File: config.mk
export PLATFORM = sky130hd
export DESIGN_NAME = aes_block_fetch
export DESIGN_NICKNAME = d
export VERILOG_FILES = /design/src/rtl/aes_fetch_pkg.sv /design/src/rtl/aes_blk_fifo.sv /design/src/rtl/aes_block_fetch.sv
export SDC_FILE = /design/constraint.sdc
export NUM_CORES = 1
export LEC_CHECK = 0
export ABC_CLOCK_PERIOD_IN_PS = 6300
export BUFFER_PORTS_ARGS = -buffer_cell sky130_fd_sc_hd__buf_2
export CORE_MARGIN = 1.5
export CORE_UTILIZATION = 56
export DETAILED_ROUTE_END_ITERATION = 12
export PLACE_DENSITY = 0.74
export SYNTH_ARGS = -nofsm -noshare
export SYNTH_HDL_FRONTEND = slang
export SYNTH_SLANG_ARGS = --single-unit
File: constraint.sdc
create_clock -name clk -period 6.3 [get_ports clk]
set_clock_uncertainty 0.05 [all_clocks]
set_input_delay 0.63 -clock clk [delete_from_list [all_inputs] [get_ports clk]]
set_output_delay 0.63 -clock clk [all_outputs]
set_load 0.005 [all_outputs]
File: src/rtl/aes_fetch_pkg.sv
// Shared types and constants for the AES block fetcher.
package aes_fetch_pkg;

  localparam int DEF_WORD_W     = 32;
  localparam int DEF_BLOCK_W    = 128;
  localparam int DEF_ADDR_W     = 10;
  localparam int DEF_CNT_W      = 16;
  localparam int DEF_FIFO_DEPTH = 4;

  typedef enum logic [1:0] {
    ST_IDLE,
    ST_READ,
    ST_STALL,
    ST_DRAIN
  } fetch_state_e;

  function automatic int calc_wpb(input int block_w, input int word_w);
    return block_w / word_w;
  endfunction

endpackage

File: src/rtl/aes_blk_fifo.sv
// Synchronous block FIFO with occupancy count and a registered head so the
// consumer sees a flop output that holds steady while it back-pressures.
module aes_blk_fifo #(
  parameter int W     = 128,
  parameter int DEPTH = 4,
  parameter int PTR_W = $clog2(DEPTH),
  parameter int CW    = $clog2(DEPTH) + 1
) (
  input  logic          clk,
  input  logic          rst,
  input  logic          push_i,
  input  logic [W-1:0]  wdata_i,
  input  logic          pop_i,
  output logic [CW-1:0] count_o,
  output logic          valid_o,
  output logic [W-1:0]  rdata_o
);

  logic [W-1:0]     mem_q [DEPTH];
  logic [PTR_W-1:0] wr_ptr_q, rd_ptr_q;
  logic [CW-1:0]    cnt_q;
  logic [W-1:0]     head_q, head_d;
  logic             do_push, do_pop;

  assign do_pop  = pop_i && (cnt_q != '0);
  assign do_push = push_i && ((cnt_q != CW'(DEPTH)) || do_pop);

  // Head tracks the oldest entry: incoming data when it becomes the only
  // entry, otherwise the next stored entry after a pop.
  always_comb begin
    head_d = head_q;
    if (do_push && ((cnt_q == '0) || ((cnt_q == CW'(1)) && do_pop)))
      head_d = wdata_i;
    else if (do_pop && (cnt_q > CW'(1)))
      head_d = mem_q[rd_ptr_q + PTR_W'(1)];
  end

  always_ff @(posedge clk) begin
    if (do_push) mem_q[wr_ptr_q] <= wdata_i;
  end

  always_ff @(posedge clk) begin
    if (rst) begin
      wr_ptr_q <= '0;
      rd_ptr_q <= '0;
      cnt_q    <= '0;
      head_q   <= '0;
    end else begin
      if (do_push) wr_ptr_q <= wr_ptr_q + PTR_W'(1);
      if (do_pop)  rd_ptr_q <= rd_ptr_q + PTR_W'(1);
      cnt_q  <= cnt_q + CW'(do_push) - CW'(do_pop);
      head_q <= head_d;
    end
  end

  assign count_o = cnt_q;
  assign valid_o = (cnt_q != '0);
  assign rdata_o = head_q;

endmodule

File: src/rtl/aes_block_fetch.sv
// Streams num_blocks AES blocks from word-wide memory into a block FIFO.
// Define AES_FETCH_BYTESWAP_EN to byte-reverse each word before packing.
module aes_block_fetch
  import aes_fetch_pkg::*;
#(
  parameter int WORD_W     = DEF_WORD_W,
  parameter int BLOCK_W    = DEF_BLOCK_W,
  parameter int ADDR_W     = DEF_ADDR_W,
  parameter int CNT_W      = DEF_CNT_W,
  parameter int FIFO_DEPTH = DEF_FIFO_DEPTH
) (
  input  logic               clk,
  input  logic               rst,
  input  logic               start,
  input  logic [ADDR_W-1:0]  base_addr,
  input  logic [CNT_W-1:0]   num_blocks,
  output logic               busy,
  output logic               done,
  output logic               mem_rd_en,
  output logic [ADDR_W-1:0]  mem_addr,
  input  logic [WORD_W-1:0]  mem_rd_data,
  output logic               blk_valid,
  output logic [BLOCK_W-1:0] blk_data,
  input  logic               blk_ready
);

  localparam int WPB    = calc_wpb(BLOCK_W, WORD_W);
  localparam int WIDX_W = (WPB > 1) ? $clog2(WPB) : 1;
  localparam int FCW    = $clog2(FIFO_DEPTH) + 1;

  fetch_state_e       state_q, state_d;
  logic [ADDR_W-1:0]  addr_q, addr_d;
  logic [CNT_W-1:0]   blk_cnt_q, blk_cnt_d;
  logic [WIDX_W-1:0]  widx_q, widx_d;
  logic [WIDX_W-1:0]  cap_idx_q;
  logic               rd_vld_q, rd_en;
  logic               done_q, done_d;
  logic [BLOCK_W-1:0] asm_q, fill;
  logic [WORD_W-1:0]  word_in;
  logic [FCW-1:0]     fifo_count;
  logic [FCW:0]       occ_next;
  logic               push, pop, cap_last, space;

`ifdef AES_FETCH_BYTESWAP_EN
  for (genvar b = 0; b < WORD_W/8; b++) begin : g_swap
    assign word_in[b*8 +: 8] = mem_rd_data[(WORD_W/8-1-b)*8 +: 8];
  end
`else
  assign word_in = mem_rd_data;
`endif

  always_comb begin
    fill = asm_q;
    fill[int'(cap_idx_q)*WORD_W +: WORD_W] = word_in;
  end

  // Final word bypasses the assembly register straight into the FIFO.
  assign cap_last = rd_vld_q && (cap_idx_q == WIDX_W'(WPB-1));
  assign push     = cap_last;
  assign pop      = blk_valid && blk_ready;

  // Occupancy after this edge; covers the block completing now and a
  // same-cycle pop, which are the only blocks not yet counted.
  assign occ_next = {1'b0, fifo_count} + (FCW+1)'(push) - (FCW+1)'(pop);
  assign space    = occ_next < (FCW+1)'(FIFO_DEPTH);

  always_ff @(posedge clk) begin
    if (rst) state_q <= ST_IDLE;
    else     state_q <= state_d;
  end

  always_comb begin
    state_d   = state_q;
    addr_d    = addr_q;
    blk_cnt_d = blk_cnt_q;
    widx_d    = widx_q;
    done_d    = 1'b0;
    rd_en     = 1'b0;
    case (state_q)
      ST_IDLE: begin
        if (start) begin
          addr_d    = base_addr;
          blk_cnt_d = num_blocks;
          widx_d    = '0;
          if (num_blocks == '0) done_d  = 1'b1;
          else                  state_d = ST_READ;
        end
      end
      ST_READ: begin
        if ((widx_q != '0) || space) begin
          rd_en  = 1'b1;
          addr_d = addr_q + ADDR_W'(1);
          if (widx_q == WIDX_W'(WPB-1)) begin
            widx_d    = '0;
            blk_cnt_d = blk_cnt_q - CNT_W'(1);
            if (blk_cnt_q == CNT_W'(1)) state_d = ST_DRAIN;
          end else begin
            widx_d = widx_q + WIDX_W'(1);
          end
        end else begin
          state_d = ST_STALL;
        end
      end
      ST_STALL: begin
        if (space) state_d = ST_READ;
      end
      ST_DRAIN: begin
        if (cap_last) begin
          state_d = ST_IDLE;
          done_d  = 1'b1;
        end
      end
      default: state_d = ST_IDLE;
    endcase
  end

  always_ff @(posedge clk) begin
    if (rst) begin
      addr_q    <= '0;
      blk_cnt_q <= '0;
      widx_q    <= '0;
      cap_idx_q <= '0;
      rd_vld_q  <= 1'b0;
      done_q    <= 1'b0;
      asm_q     <= '0;
    end else begin
      addr_q    <= addr_d;
      blk_cnt_q <= blk_cnt_d;
      widx_q    <= widx_d;
      rd_vld_q  <= rd_en;
      done_q    <= done_d;
      if (rd_vld_q) begin
        asm_q     <= fill;
        cap_idx_q <= cap_last ? '0 : cap_idx_q + WIDX_W'(1);
      end
    end
  end

  aes_blk_fifo #(
    .W     (BLOCK_W),
    .DEPTH (FIFO_DEPTH)
  ) u_fifo (
    .clk     (clk),
    .rst     (rst),
    .push_i  (push),
    .wdata_i (fill),
    .pop_i   (pop),
    .count_o (fifo_count),
    .valid_o (blk_valid),
    .rdata_o (blk_data)
  );

  assign busy      = (state_q != ST_IDLE);
  assign done      = done_q;
  assign mem_rd_en = rd_en;
  assign mem_addr  = addr_q;

endmodule

; ---- Word-level counts from Yosys, hierarchy flattened
; Memories as Yosys holds them, arrays and structs flattened.
; Cells that the tools add are included.
[word_totals]
register_bits = 297
ram_bits = 512
in_bits = 62
memories = 1
[classes]
addsub = 11
n_lt_le_gt_ge = 2
eq_ne = 16
n_shift = 2
muxes = 31
reduce_logical = 21
[memory_table]
columns = name, words, word_bits, read_ports, rd_ports_with_merged_regs, wr, line_no
row1 = u_fifo.mem_q, 4, 128, 1, 0, 1, aes_blk_fifo.sv:19  ; logic [W-1:0] mem_q [DEPTH];
[ops]
columns = op, count
row1 = $mux 128, 2
row2 = $bwmux 128, 1
row3 = $shift 32x33->128 const A, 1
row4 = $shiftx 32x33->128, 1
row5 = $mux 16, 3
row6 = $neg 7->33, 1
row7 = $pmux 16 s2, 1
row8 = $mux 2, 11
row9 = $mux 10, 2
row10 = $pmux 10 s2, 1
row11 = $eq 16x1->1 const B, 1
row12 = $logic_not 16->1, 1
row13 = $sub 16x1->16 const B, 1
row14 = $ne 2x2->1 const B, 6
row15 = $add 10x1->10 const B, 1
row16 = $ne 3x3->1 const B, 3
row17 = $add 2x1->2 const B, 4
row18 = $eq 2x2->1 const B, 4
row19 = $pmux 2 s4, 1
row20 = $reduce_bool 2->1, 4
row21 = $logic_and 1x1->1, 7
row22 = $mux 1, 7
row23 = $reduce_and 6->1, 1
row24 = $add 3x1->4, 1
row25 = 15 further kinds, 17

; ---- Logic depth before layout (Yosys ltp)
[logic_depth]
depth_word = 8
ltp_mapped = 11

; ---- Hierarchy
; Synthesis repeated with hierarchy kept, for this count alone.
[hier_totals]
cells_unflattened = 2638
hier_area_um2 = 34336.7
[modules_own_cells]
columns = mod, n_inst, cells_per_inst, area_per_inst_um2
row1 = aes_blk_fifo, 1, 1477, 25766.0
row2 = aes_block_fetch, 1, 1161, 8570.7

; ---- Worst setup path before layout
; OpenSTA, ideal clock, no wires.
[synth_timing]
path_type = reg-to-reg
from = reg cap_idx_q[0]
to = mem u_fifo.mem_q[0][0] (enable)
setup_time_ps = 502
arrival_ps = 4233
t_required_ps = 5748
setup_slack_ps = 1514
stages_incl_launch_ff = 6
cell_sequence = dfxtp_1 > ha_1 > buf_2 > nand2_1 > nor2_1 > and2_1
[synth_between]
elab_chain_len = 5
[synth_rtl]
columns = element, line_no
row1 = from (decl), aes_block_fetch.sv:35  ; logic [WIDX_W-1:0] cap_idx_q;
row2 = from (signal assigned), aes_block_fetch.sv:134  ; cap_idx_q <= cap_last ? '0 : cap_idx_q + WIDX_W'(1);
row3 = $eq 2x2->1, aes_block_fetch.sv:58  ; assign cap_last = rd_vld_q && (cap_idx_q == WIDX_W'(WPB-1));
row4 = $logic_and 1x1->1, aes_block_fetch.sv:58
row5 = $logic_and 1x1->1, aes_blk_fifo.sv:26  ; assign do_push = push_i && ((cnt_q != CW'(DEPTH)) || do_pop);
row6 = via u_fifo.do_push, aes_blk_fifo.sv:23  ; logic do_push, do_pop;
row7 = $mux 1, aes_blk_fifo.sv:39  ; if (do_push) mem_q[wr_ptr_q] <= wdata_i;
row8 = $mux 1 (not written as such), aes_blk_fifo.sv:39
row9 = to (decl), aes_blk_fifo.sv:19
; The timed path passes the listed nets, and every way through them passes these cells.

; ---- Worst setup path after layout
[layout_timing]
from = reg u_fifo.cnt_q[1], in the netlist u_fifo.count_o[1]
to = out mem_rd_en
[layout_between]
elab_chain_len = 7
word_cells_on_any_way = 8
classes_between = add/sub: 2 / order compare: 1 / mux: 2 / reduce/logical: 3
[layout_rtl]
columns = element, line_no
row1 = from (decl), aes_blk_fifo.sv:21  ; logic [CW-1:0] cnt_q;
row2 = from (signal assigned), aes_blk_fifo.sv:51  ; cnt_q <= cnt_q + CW'(do_push) - CW'(do_pop);
row3 = branches (longest 2 deep; another with $add 3x1->4), n/a
row4 = $sub 4x1->4 (*), aes_block_fetch.sv:64  ; assign occ_next = {1'b0, fifo_count} + (FCW+1)'(push) - (FCW+1)'(pop);
row5 = $lt 4x3->1 (*), aes_block_fetch.sv:65  ; assign space = occ_next < (FCW+1)'(FIFO_DEPTH);
row6 = $logic_or 1x1->1 (*), aes_block_fetch.sv:90  ; if ((widx_q != '0) || space) begin
row7 = $mux 1 (*), aes_block_fetch.sv:90
row8 = $mux 1 (*), aes_block_fetch.sv:79  ; case (state_q)
row9 = to (decl), aes_block_fetch.sv:19  ; output logic mem_rd_en,
; Every way passes the cells marked *.

==> flow_summary_export.csv <==
group,metric,value,unit
global_routing,grt_pass1_wl,126,mm
finish,final_common_cell,"edfxtp_1",
worst_setup_path,rrSetupSlack,2.66,ns
flow_run,cap_violations,0,
clocking,cts_sinks,809,
worst_setup_path,regToRegEndpoint,"u_fifo.mem_q[2][101]$_DFFE_PP_",
global_routing,grt_max_degree,193,
min_path,min_from,"start",
worst_setup_path,critPathBufInv,2,
global_routing,antenna_found_initial,5,
sta,tns,0,ns
clocking,root_buffer,"clkbuf_16",
global_routing,overflow,0,
clocking,cts.path.max_buffers,3,
synth,synth_edf_count,512,
power_and_ir_drop,p_per_area,392,nW/um^2
worst_setup_path,start_kind,"flip-flop",
worst_setup_path,crit_chain,"or3_1 > and2_1 > ha_1 > inv_1 > ha_1 > and4b_1 > or3_1 > a31oi_1 > buf_2",
min_path,whs_endpoint,"done$_SDFF_PP0_",
sta,relSlewSlack,17.9,%
min_path,hp-class,"in2reg",
route,drc,0,
worst_setup_path,critPathSlowestCell,"a31oi_1",
sta,fin_crit,4.09,ns
finish,area_growth,12.9,%
synth,netlist_instances,2433,
synth,syn-cell-area,32900,um^2
global_routing,gr-usage-all-layers,27.8,%
worst_setup_path,critPathKind,"reg2out",
clocking,postCtsResizedCells,0,
synth,yosysSeqAreaShare,64.8,%
sta,hold_viol,0,
finish,layout-drive-gt1-share,19.0,%
synth,syn_nets,2520,
route,drtAntennaViolNets,0,
worst_setup_path,crit_arrival,3.41,ns
floorplan,die_h,245,um
worst_setup_path,r2r_start,"cap_idx_q[0]$_SDFFE_PP0P_",
placed_design,dp.final_hpwl,46.3,mm
route,num_vias,21100,
sta,setup_ws,2.21,ns
route,viasPerCell,6.20,
finish,final-seq-area,21300,um^2
power_and_ir_drop,leakage,0.0135,uW
sta,rsz0062_at_grt,"no",
route,dr.pass1.iters,5,
clocking,cts_tree,"yes",
floorplan,ioPinCount,204,
synth,synth-async-reset-ratio,0,%
finish,nNetsFinal,2651,
worst_setup_path,cp_top_family,"simple AND/OR/NAND/NOR gates",
floorplan,core_area,57900,um^2
synth,syn_area_per_cell,13.5,um^2
placed_design,place_congestion,0.832,
finish,layout_common_cells,"edfxtp_1, a211oi_1, dfxtp_1",
clocking,ctsHoldBuffers,0,
min_path,hold_depth,3,
sta,worstMarginPinSlew,1.23,ns
worst_setup_path,crit_path_end_kind,"output pin",
clocking,cts.clk_slew.worst_paths,0.06,ns
worst_setup_path,worstRegToRegCells,6,
floorplan,fp.dieArea,60200,um^2
finish,fillers,4312,
floorplan,rows,88,
clocking,clkLatencyLatePin,0.62,ns
sta,fmax,0.245,GHz
worst_setup_path,cp_max_fo,8,
synth,yosysWarnings,0,
sta,setup_viol,0,
clocking,cts_made_buffers,81,
global_routing,grt_pass1_vias,20800,
floorplan,die_width,245,um
clocking,cts_setup_buffers,0,
worst_setup_path,slowest_delay,0.43,ns
placed_design,pre_cts_slack,2.67,ns
route,first_iter_violations,1991,
synth,synth-main-ff-cell,"edfxtp_1",
sta,timing.final.crit_share,64.9,%
route,routedWlPerCell,24.4,um
synth,synth-seq-cells,809,
floorplan,start_util,56.8,%
clocking,cts_max_level,3,
finish,multi_input_area,10300,um^2
synth,synth_cell_types,64,
worst_setup_path,crit_required,5.62,ns
power_and_ir_drop,ir_worst_vdd,0.405,mV
route,wl,83.0,mm
sta,slew_violations,0,
status,status,"completed",
worst_setup_path,crit_cells,9,
placed_design,io_buffers,203,
-- cell usage after synthesis, types with 10 or more instances --
cell	instances	area, um^2
edfxtp_1	512	15400
a211oi_1	328	2460
dfxtp_1	297	5950
nor2b_1	197	1230
nor2_1	195	732
inv_1	147	552
mux4_2	128	2880
clkbuf_1	124	465
a21oi_1	120	601
nand2_1	56	210
o21ai_0	43	215
a22oi_1	42	315
mux2i_1	36	360
buf_2	33	165
ha_1	24	300
buf_1	17	63.8
and2_1	10	62.6
o22ai_1	10	62.6
-- report_power, final --
part,switching (uW),internal (uW)
sequential,362,6240
combinational,1890,1270
clock,1980,2820
total,4230,10300
-- stage by stage --
step / instance area (um^2) / total power, uW / hold slack (ns) / instances / util (%)
after floorplan: 32900 / 8830 / 0.399 / 2433 / -
after global placement: 34500 / 9710 / 0.411 / 3246 / 59.5
after detailed placement: 34500 / 9820 / 0.419 / 3246 / 59.5
after CTS: 37100 / 14600 / 0.222 / 3396 / 64.1
after global routing: 37100 / 15200 / 0.245 / 3397 / 64.1
final: 37100 / 14500 / 0.249 / 3397 / 64.1
-- sequential cells by signal, indices dropped and copies added (netlist names), 3 cells and up --
register and cells:
u_fifo.mem_q 512, u_fifo.rdata_o 128, u_fifo.count_o 3, asm_q 128, mem_addr 10, blk_cnt_q 16
-- worst min-delay path: cells and delay by family --
kind	cells	cell delay, ns
buf+inv	1	0.12
compound gates	1	0.06
simple gates	1	0.05
-- layout make-up --
cell class / count / area share (%)
sequential: 809 / 57.4
multi-input combinational: 1296 / 27.8
clock buffer: 111 / 6.13
timing repair buffer: 229 / 3.52
tap: 765 / 2.58
inverter: 147 / 1.49
clock inverter: 39 / 0.997
antenna: 1 / 0.00674
-- per-layer routing --
metal  GRT usage, %  wire (um)  vias to the layer above  part of all wire (%)
met5              0         29                        -                 0.035
met4           12.1       3570                        4                   4.3
met3           7.37       7680                      173                   9.3
met2           42.3      38400                      895                    46
met1           37.9      33300                    10600                    40
li1               -          -                     9411                     -
-- how the worst max path moves through the flow --
stage | startpoint | to | slack [ns]
after floorplan | cap_idx_q[0]$_SDFFE_PP0P_ | u_fifo.mem_q[0][0]$_DFFE_PP_ | 1.51
after global placement | cap_idx_q[0]$_SDFFE_PP0P_ | u_fifo.mem_q[2][112]$_DFFE_PP_ | 2.71
after detailed placement | cap_idx_q[0]$_SDFFE_PP0P_ | u_fifo.mem_q[2][115]$_DFFE_PP_ | 2.67
after CTS | u_fifo.count_o[1]$_SDFF_PP0_ | mem_rd_en | 2.22
after global routing | u_fifo.count_o[1]$_SDFF_PP0_ | mem_rd_en | 2.06
final | u_fifo.count_o[1]$_SDFF_PP0_ | mem_rd_en | 2.21
-- kinds of logic after synthesis --
family          synth area share (%)
compound gates                  12.0
fa+ha+maj                      0.974
buf+inv                         3.96
mux                             9.93
flops                           64.8
xor+xnor                       0.160
simple gates                    8.13
Note: power is estimated with default switching activity, not from simulation.
